[config.mk]
export PLATFORM = sky130hd
export DESIGN_NAME = core_bus_guard
export DESIGN_NICKNAME = d
export VERILOG_FILES = /design/src/rtl/core_bus_guard.sv
export SDC_FILE = /design/constraint.sdc
export NUM_CORES = 1
export LEC_CHECK = 0
export CORE_ASPECT_RATIO = 2
export CORE_MARGIN = 5
export CORE_UTILIZATION = 45
export CTS_BUF_LIST = sky130_fd_sc_hd__clkbuf_16
export DETAILED_ROUTE_END_ITERATION = 10
export PLACE_DENSITY = 0.84
export SYNTH_ARGS = -nofsm -noshare
export SYNTH_HDL_FRONTEND = slang
export SYNTH_SLANG_ARGS = --single-unit
[constraint.sdc]
create_clock -name clk_i -period 5.6 [get_ports clk_i]
set_clock_uncertainty 0.1 [all_clocks]
set_input_delay 1.12 -clock clk_i [delete_from_list [all_inputs] [get_ports clk_i]]
set_output_delay 1.12 -clock clk_i [all_outputs]
set_load 0.01 [all_outputs]
[src/rtl/core_bus_guard.sv]
// Transaction guard between the core and the downstream bus: forwards each request,
// returns ERR_RDATA if the bus stalls too long, records the error and drains the orphan.
module core_bus_guard #(
  parameter int unsigned TIMEOUT_CYCLES = 1024,
  parameter logic [31:0] ERR_RDATA      = 32'hDEAD_BEEF,
  parameter int unsigned CNT_W          = 16
) (
  input  logic        clk_i,
  input  logic        rst_n_i,
  input  logic        core_valid_i,
  input  logic [31:0] core_addr_i,
  input  logic [31:0] core_wdata_i,
  input  logic [3:0]  core_wstrb_i,
  output logic [31:0] core_rdata_o,
  output logic        core_ready_o,
  output logic        bus_valid_o,
  output logic [31:0] bus_addr_o,
  output logic [31:0] bus_wdata_o,
  output logic [3:0]  bus_wstrb_o,
  input  logic [31:0] bus_rdata_i,
  input  logic        bus_ready_i,
  input  logic        tmo_en_i,
  input  logic        err_clr_i,
  output logic        err_irq_o,
  output logic [31:0] err_addr_o,
  output logic [7:0]  err_cnt_o,
  output logic        drain_o
);

  typedef enum logic [2:0] {
    IDLE  = 3'd0,
    FWD   = 3'd1,
    RESP  = 3'd2,
    TOUT  = 3'd3,
    DRAIN = 3'd4
  } state_e;

  localparam logic [CNT_W-1:0] TMO_LAST = CNT_W'(TIMEOUT_CYCLES - 1);

  state_e      state_q, state_d;
  logic [CNT_W-1:0] wait_cnt_q, wait_cnt_d;
  logic [31:0] addr_q, addr_d;
  logic [31:0] wdata_q, wdata_d;
  logic [3:0]  wstrb_q, wstrb_d;
  logic [31:0] rdata_q, rdata_d;
  logic        err_irq_q, err_irq_d;
  logic [31:0] err_addr_q, err_addr_d;
  logic [7:0]  err_cnt_q, err_cnt_d;
  logic        timeout_hit;

  assign timeout_hit = tmo_en_i && (wait_cnt_q == TMO_LAST);

  always_ff @(posedge clk_i or negedge rst_n_i) begin
    if (!rst_n_i) begin
      state_q <= IDLE;
    end else begin
      state_q <= state_d;
    end
  end

  // A bus response always beats a timeout that expires in the same cycle.
  always_comb begin
    state_d = state_q;
    case (state_q)
      IDLE: begin
        if (core_valid_i) state_d = FWD;
      end
      FWD: begin
        if (bus_ready_i) begin
          state_d = RESP;
        end else if (timeout_hit) begin
          state_d = TOUT;
        end
      end
      RESP: state_d = IDLE;
      TOUT: state_d = bus_ready_i ? IDLE : DRAIN;
      DRAIN: begin
        if (bus_ready_i) state_d = IDLE;
      end
      default: state_d = IDLE;
    endcase
  end

  always_comb begin
    bus_valid_o  = 1'b0;
    core_ready_o = 1'b0;
    drain_o      = 1'b0;
    case (state_q)
      FWD: bus_valid_o = 1'b1;
      RESP: core_ready_o = 1'b1;
      TOUT: begin
        bus_valid_o  = 1'b1;
        core_ready_o = 1'b1;
      end
      DRAIN: begin
        bus_valid_o = 1'b1;
        drain_o     = 1'b1;
      end
      default: begin
        bus_valid_o  = 1'b0;
        core_ready_o = 1'b0;
        drain_o      = 1'b0;
      end
    endcase
  end

  always_comb begin
    wait_cnt_d = wait_cnt_q;
    addr_d     = addr_q;
    wdata_d    = wdata_q;
    wstrb_d    = wstrb_q;
    rdata_d    = rdata_q;
    if ((state_q == IDLE) && core_valid_i) begin
      addr_d     = core_addr_i;
      wdata_d    = core_wdata_i;
      wstrb_d    = core_wstrb_i;
      wait_cnt_d = '0;
    end
    if (state_q == FWD) begin
      // Saturate rather than wrap so a long untimed stall cannot alias the limit.
      if (!(&wait_cnt_q)) wait_cnt_d = wait_cnt_q + CNT_W'(1);
      if (bus_ready_i) begin
        rdata_d = bus_rdata_i;
      end else if (timeout_hit) begin
        rdata_d = ERR_RDATA;
      end
    end
  end

  // A timeout in the same cycle as a clear wins, leaving a count of one.
  always_comb begin
    err_irq_d  = err_irq_q;
    err_addr_d = err_addr_q;
    err_cnt_d  = err_cnt_q;
    if (err_clr_i) begin
      err_irq_d = 1'b0;
      err_cnt_d = '0;
    end
    if (state_q == TOUT) begin
      err_irq_d  = 1'b1;
      err_addr_d = addr_q;
      if (err_clr_i) begin
        err_cnt_d = 8'd1;
      end else if (err_cnt_q != 8'hFF) begin
        err_cnt_d = err_cnt_q + 8'd1;
      end
    end
  end

  always_ff @(posedge clk_i or negedge rst_n_i) begin
    if (!rst_n_i) begin
      wait_cnt_q <= '0;
      addr_q     <= '0;
      wdata_q    <= '0;
      wstrb_q    <= '0;
      rdata_q    <= '0;
      err_irq_q  <= 1'b0;
      err_addr_q <= '0;
      err_cnt_q  <= '0;
    end else begin
      wait_cnt_q <= wait_cnt_d;
      addr_q     <= addr_d;
      wdata_q    <= wdata_d;
      wstrb_q    <= wstrb_d;
      rdata_q    <= rdata_d;
      err_irq_q  <= err_irq_d;
      err_addr_q <= err_addr_d;
      err_cnt_q  <= err_cnt_d;
    end
  end

  assign core_rdata_o = rdata_q;
  assign bus_addr_o   = addr_q;
  assign bus_wdata_o  = wdata_q;
  assign bus_wstrb_o  = wstrb_q;
  assign err_irq_o    = err_irq_q;
  assign err_addr_o   = err_addr_q;
  assign err_cnt_o    = err_cnt_q;

  ready_single_pulse: assert property (@(posedge clk_i) disable iff (!rst_n_i)
    core_ready_o |=> !core_ready_o);
  drain_implies_valid: assert property (@(posedge clk_i) disable iff (!rst_n_i)
    drain_o |-> bus_valid_o);

endmodule

# ---- Word-level counts from Yosys, hierarchy flattened
# Cells that the tools add are included.
dict set report word_totals {
  reg_bits 160
  latchBits 0
  ram_bits 0
  mem_bits_ro 0
  input_bits 106
  output_inout_bits 144
  wordCells 50
  memories 0
}
dict set report op_classes {
  addsub 2
  multipliers 0
  div 0
  n_lt_le_gt_ge 0
  eq_ne 9
  shift 0
  n_mux 20
  bitwise 0
  n_reduce_logical 10
}
# cell n
set ops {}
lappend ops {{2-to-1 mux 32 bit} 2}
lappend ops {{2-to-1 mux 16 bit} 3}
lappend ops {{2-to-1 mux 8 bit} 4}
lappend ops {{adder 16 x 1 -> 16 bit, second input constant} 1}
lappend ops {{equality test 16 x 10 -> 1 bit, second input constant} 1}
lappend ops {{AND reduction 16 bit} 1}
lappend ops {{2-to-1 mux 3 bit} 5}
lappend ops {{case mux 3 bit (4 select lines)} 1}
lappend ops {{adder 8 x 1 -> 8 bit, second input constant} 1}
lappend ops {{inequality test 8 bit, second input constant} 1}
lappend ops {{equality test 3 x 2 -> 1 bit, second input constant} 2}
lappend ops {{2-to-1 mux 1 bit} 5}
lappend ops {{inequality test 2 bit, second input constant} 2}
lappend ops {{nonzero test 2 bit} 2}
lappend ops {{equality test 3 x 1 -> 1 bit, second input constant} 1}
lappend ops {{equality test 3 bit, second input constant} 1}
lappend ops {{zero test 3 bit} 1}
lappend ops {{inequality test 3 bit, second input constant} 1}
lappend ops {{AND reduction 3 bit} 1}
lappend ops {{OR reduction 3 bit} 1}
lappend ops {{logical AND 1 bit} 2}
lappend ops {{AND reduction 2 bit} 1}
lappend ops {{OR reduction 2 bit} 1}

# ---- Longest topological paths before layout
dict set report logic_depth {
  depth_word 5
  depth_mapped 7
  ltp_nobuf 5
}

# ---- Least setup slack after synthesis
# OpenSTA, ideal clock, no wires.
dict set report synth_timing {
  kind {input to register}
  startpoint {in tmo_en_i}
  endpoint {reg rdata_q[17], in the netlist core_rdata_o[17]}
  setup_ns 0.118
  t_arrival_ns 2.278
  required_time_ns 5.382
  setup_slack_ns 3.104
  cell_stages 5
  path_buffers 1
  path_cell_list {or4b_4 nor4_4 a41oi_4 buf_6 a21o_1}
}
dict set report synth_between {
  elab_chain_cells 3
}
# item line_no
set synth_rtl {}
lappend synth_rtl {{start: declaration} 22} ;# input logic tmo_en_i,
lappend synth_rtl {{logical AND 1 bit} 51} ;# assign timeout_hit = tmo_en_i && (wait_cnt_q == TMO_LAST);
lappend synth_rtl {{nonzero test 2 bit (no source line)} --}
lappend synth_rtl {{AND reduction 2 bit (no source line)} --}
lappend synth_rtl {{end signal: assignment} 165} ;# rdata_q <= rdata_d;
lappend synth_rtl {{end: declaration} 45} ;# logic [31:0] rdata_q, rdata_d;
# Every way passes these cells.
# A chain may end at the register's enable or synchronous reset.

# ---- Worst setup path after layout
dict set report layout_timing {
  startpoint {reg state_q[1]}
  endpoint {out bus_valid_o}
}
dict set report layout_between {
  elab_chain_cells 3
  word_cells_on_any_way 5
  classes_between {eq/ne (3); mux (1); reduce/logical (1)}
}
# item line_no
set layout_rtl {}
lappend layout_rtl {{start: declaration} 40} ;# state_e state_q, state_d;
lappend layout_rtl {{start signal: assignment} 57} ;# state_q <= state_d;
lappend layout_rtl {{equality test 3 x 1 -> 1 bit, or another cell as far along} 88} ;# case (state_q)
lappend layout_rtl {{OR reduction 3 bit (no source line) (*)} --}
lappend layout_rtl {{2-to-1 mux 1 bit (*)} 88}
lappend layout_rtl {{end: declaration} 16} ;# output logic bus_valid_o,
# Every way passes the cells marked *; elsewhere a longest branch is shown, timed or not.

==> results.toml <==
[synthesis]
muxShareOfSynthArea = 0.0165
ys_warn_count = 0
synthTopCellsByArea = "dfrtp_1 60%, nand2_1 18%, a21oi_1 2.3%, o22ai_1 2.3%, inv_1 1.7%"
synth_fa_ha_area_frac = 0.00376
syn_avg_cell_area_um2 = 9.24
synth.top_cell.area_share = 0.602
yosys.area_share.simple = 0.240
netlist_area_mm2 = 0.00666
synth_top_family_by_area = "simple AND/OR/NAND/NOR gates"
synthCells = 720
yosys.area.top_type = "dfrtp_1"
synth-compound-area-share = 0.0901
synth_nets = 828
synth_cell_types = 45
seq_area_frac_synth = 0.602
synthXorXnorAreaFrac = 0.00395
ys_ff_latch = 160

[routing]
dr.pass1.iters = 4
routed_wl_um = 19200
wl_per_cell_um = 16.5
drt_iter0_drc = 330
drcViolationCount = 0
ant_nets = 0
vias = 5948
viasPerCell = 5.11

[final_layout]
layout-drive-gt1-share = 0.0465
area_delta_synth_final_pct = 47.8
antenna_cells = 0
layout.nets = 1064
fin_area_mm2 = 0.00984

[setup_path]
crit_slowest_cell = "clkdlybuf4s50_1"
path_class = "flip-flop to output pin"
crit_path_max_fanout = 6
rrSetupSlack_ns = 3.33
crit_required_ns = 4.38
crit_path_start_kind = "flip-flop"
crit_chain = "nor2_1, nand2_1, o21ai_0, clkdlybuf4s50_1"
arrival_ns = 1.77
slowest_delay_ns = 0.60
worst_setup_path_end_kind = "output pin"

[floorplan]
die_x_um = 96.0
rows = 63
start_util = 0.454
io_pins = 250
die_area_mm2 = 0.0175
die_y_um = 182
core_mm2 = 0.0147

[global_routing]
gr-max-usage-layer = "met2"
grt_usage = 0.230
grt-ovfl-total = 0
grt_pass1_vias = 6358
grt_pass1_wl_um = 31600
antenna_found_initial = 0
use_met3 = 0.104
grt_max_degree = 68
grt_util_met2 = 0.372
grtUsageMet1 = 0.277

[pwr]
p_per_area_mw_per_mm2 = 535
vdd_drop_max_mv = 0.296
p_leak_nw = 4.61

[timing]
fin_ws_ns = 2.61
fin_tns_setup_ns = 0
slew-limit-headroom = 0.366
tightestPinTransition_ns = 0.948
period_share = 0.534
rsz0062_at_grt = "no"
whs_ns = 0.373
period_minus_slack_ns = 2.99
fmax_mhz = 334
hold_violations = 0
setup_viol = 0
drv_slew = 0

[clock_network]
cts_made_buffers = 17
clk_pin_slew_ns = 0.06
cts_max_path_buffers = 2
cts_setup_buffers = 0
postCtsResizedCells = 0
cts_root_buffer = "clkbuf_16"
clock-sinks = 160
clk_latency_ns = 0.41
h-tree-depth = 4
cts_tree = "done"
holdBufCountCts = 0

[place]
place_hpwl_um = 13600
portBuffers = 249
place_area_mm2 = 0.00928
place_congestion = 0.810
pre_cts_slack_ns = 2.29

[run_status]
status = "finished clean"

[worst_hold_path]
hp-class = "flip-flop to flip-flop"

[job]
drv_cap = 0
-- layer usage --
layer / part of all wire / vias to the layer above
li1: - / 2819
met1: 0.38 / 2866
met2: 0.49 / 248
met3: 0.11 / 15
met4: 0.010 / 0
met5: 0 / -
-- synth_stat cells --
library cell,n
or4_1,4
o21ai_0,5
or3_1,2
buf_4,1
nor2b_1,1
a21o_2,3
a21o_1,5
o211ai_1,5
nor2_1,10
clkbuf_1,29
buf_1,3
nor3b_1,1
buf_6,3
nand2b_1,1
o41ai_1,1
or2_2,1
mux2i_1,11
nor3_1,6
nand2_1,321
a22o_1,8
nor4_4,1
nor3b_2,1
nand3_1,8
o31ai_1,3
clkbuf_2,1
a21oi_1,31
o2111ai_1,1
a41oi_4,1
nand4_1,11
a211oi_1,2
o311ai_0,1
and3_1,2
and3b_1,1
ha_1,2
dfrtp_1,160
or4b_4,1
xor2_1,3
o22ai_1,24
a31oi_1,1
inv_1,30
and4_1,3
and2_1,3
buf_2,3
nand3b_1,1
nor4_1,4
-- final timing paths --
check	from	endpoint	cells after the start
min reg2reg	bus_wdata_o[6]$_DFFE_PN0P_	bus_wdata_o[6]$_DFFE_PN0P_	2
min	bus_wdata_o[6]$_DFFE_PN0P_	bus_wdata_o[6]$_DFFE_PN0P_	2
max in group asynchronous	rst_n_i	bus_wdata_o[16]$_DFFE_PN0P_	2
max	state_q[1]$_DFFE_PN0P_	bus_valid_o	4
min in group asynchronous	rst_n_i	bus_wdata_o[30]$_DFFE_PN0P_	1
max reg2reg	state_q[2]$_DFFE_PN0P_	core_rdata_o[13]$_DFFE_PN0P_	5
-- worst max-delay path: cells and delay by family (launching register included) --
family,cells,cell delay [ns]
AO/OA/AOI/OAI,1,0.10
buffers and inverters,1,0.60
AND/OR/NAND/NOR,2,0.22
flip-flops,1,0.43
-- cell families (layout without fill, tap and decap cells) --
kind of cell,after synthesis,in the layout
XOR/XNOR,3,3
AND/OR/NAND/NOR,383,383
multiplexers,11,11
adder cells (fa/ha/maj),2,2
flip-flops,160,160
AO/OA/AOI/OAI,91,91
buffers and inverters,70,318
-- report_power, final --
group | internal (W) | switching, W | total [W]
clock network | 0.000645 | 0.000455 | 0.00110
logic | 0.00115 | 0.00107 | 0.00222
registers | 0.00162 | 0.000331 | 0.00195
total | 0.00341 | 0.00185 | 0.00527
-- area by class of cell --
class                           count  area, µm²
Fill cell                        1143       4820
Inverter                           30        113
Multi-Input combinational cell    490       2370
Clock inverter                     14        130
Tap cell                          195        244
Clock buffer                       17        425
Sequential cell                   160       4000
Timing Repair Buffer              257       2550
-- registers in the layout, indices dropped and copies added (netlist names) --
signal,cells
wait_cnt_q,16
err_cnt_o,8
bus_addr_o,32
err_addr_o,32
state_q,3
bus_wdata_o,32
core_rdata_o,32
err_irq_o,1
bus_wstrb_o,4
-- placed cells by master, fill, tap and decap left out, types with 6 or more instances in the layout --
cell	count
nand2_1	321
clkdlybuf4s50_1	248
dfrtp_1	160
inv_1	35
a21oi_1	31
o22ai_1	24
clkbuf_16	17
nand4_1	11
mux2i_1	11
nor2_1	10
a22o_1	8
buf_4	8
nand3_1	7
nor3_1	6
-- metrics by stage --
step / power (W) / utilization / std cells
3_5_place_dp: 0.00420 / 0.633 / 1132
5_1_grt: 0.00564 / 0.671 / 1163
6_report: 0.00527 / 0.671 / 1163
2_1_floorplan: 0.00290 / - / 720
3_3_place_gp: 0.00412 / 0.633 / 1132
4_1_cts: 0.00534 / 0.671 / 1163
No activity file was read; power rests on OpenSTA's default activity.
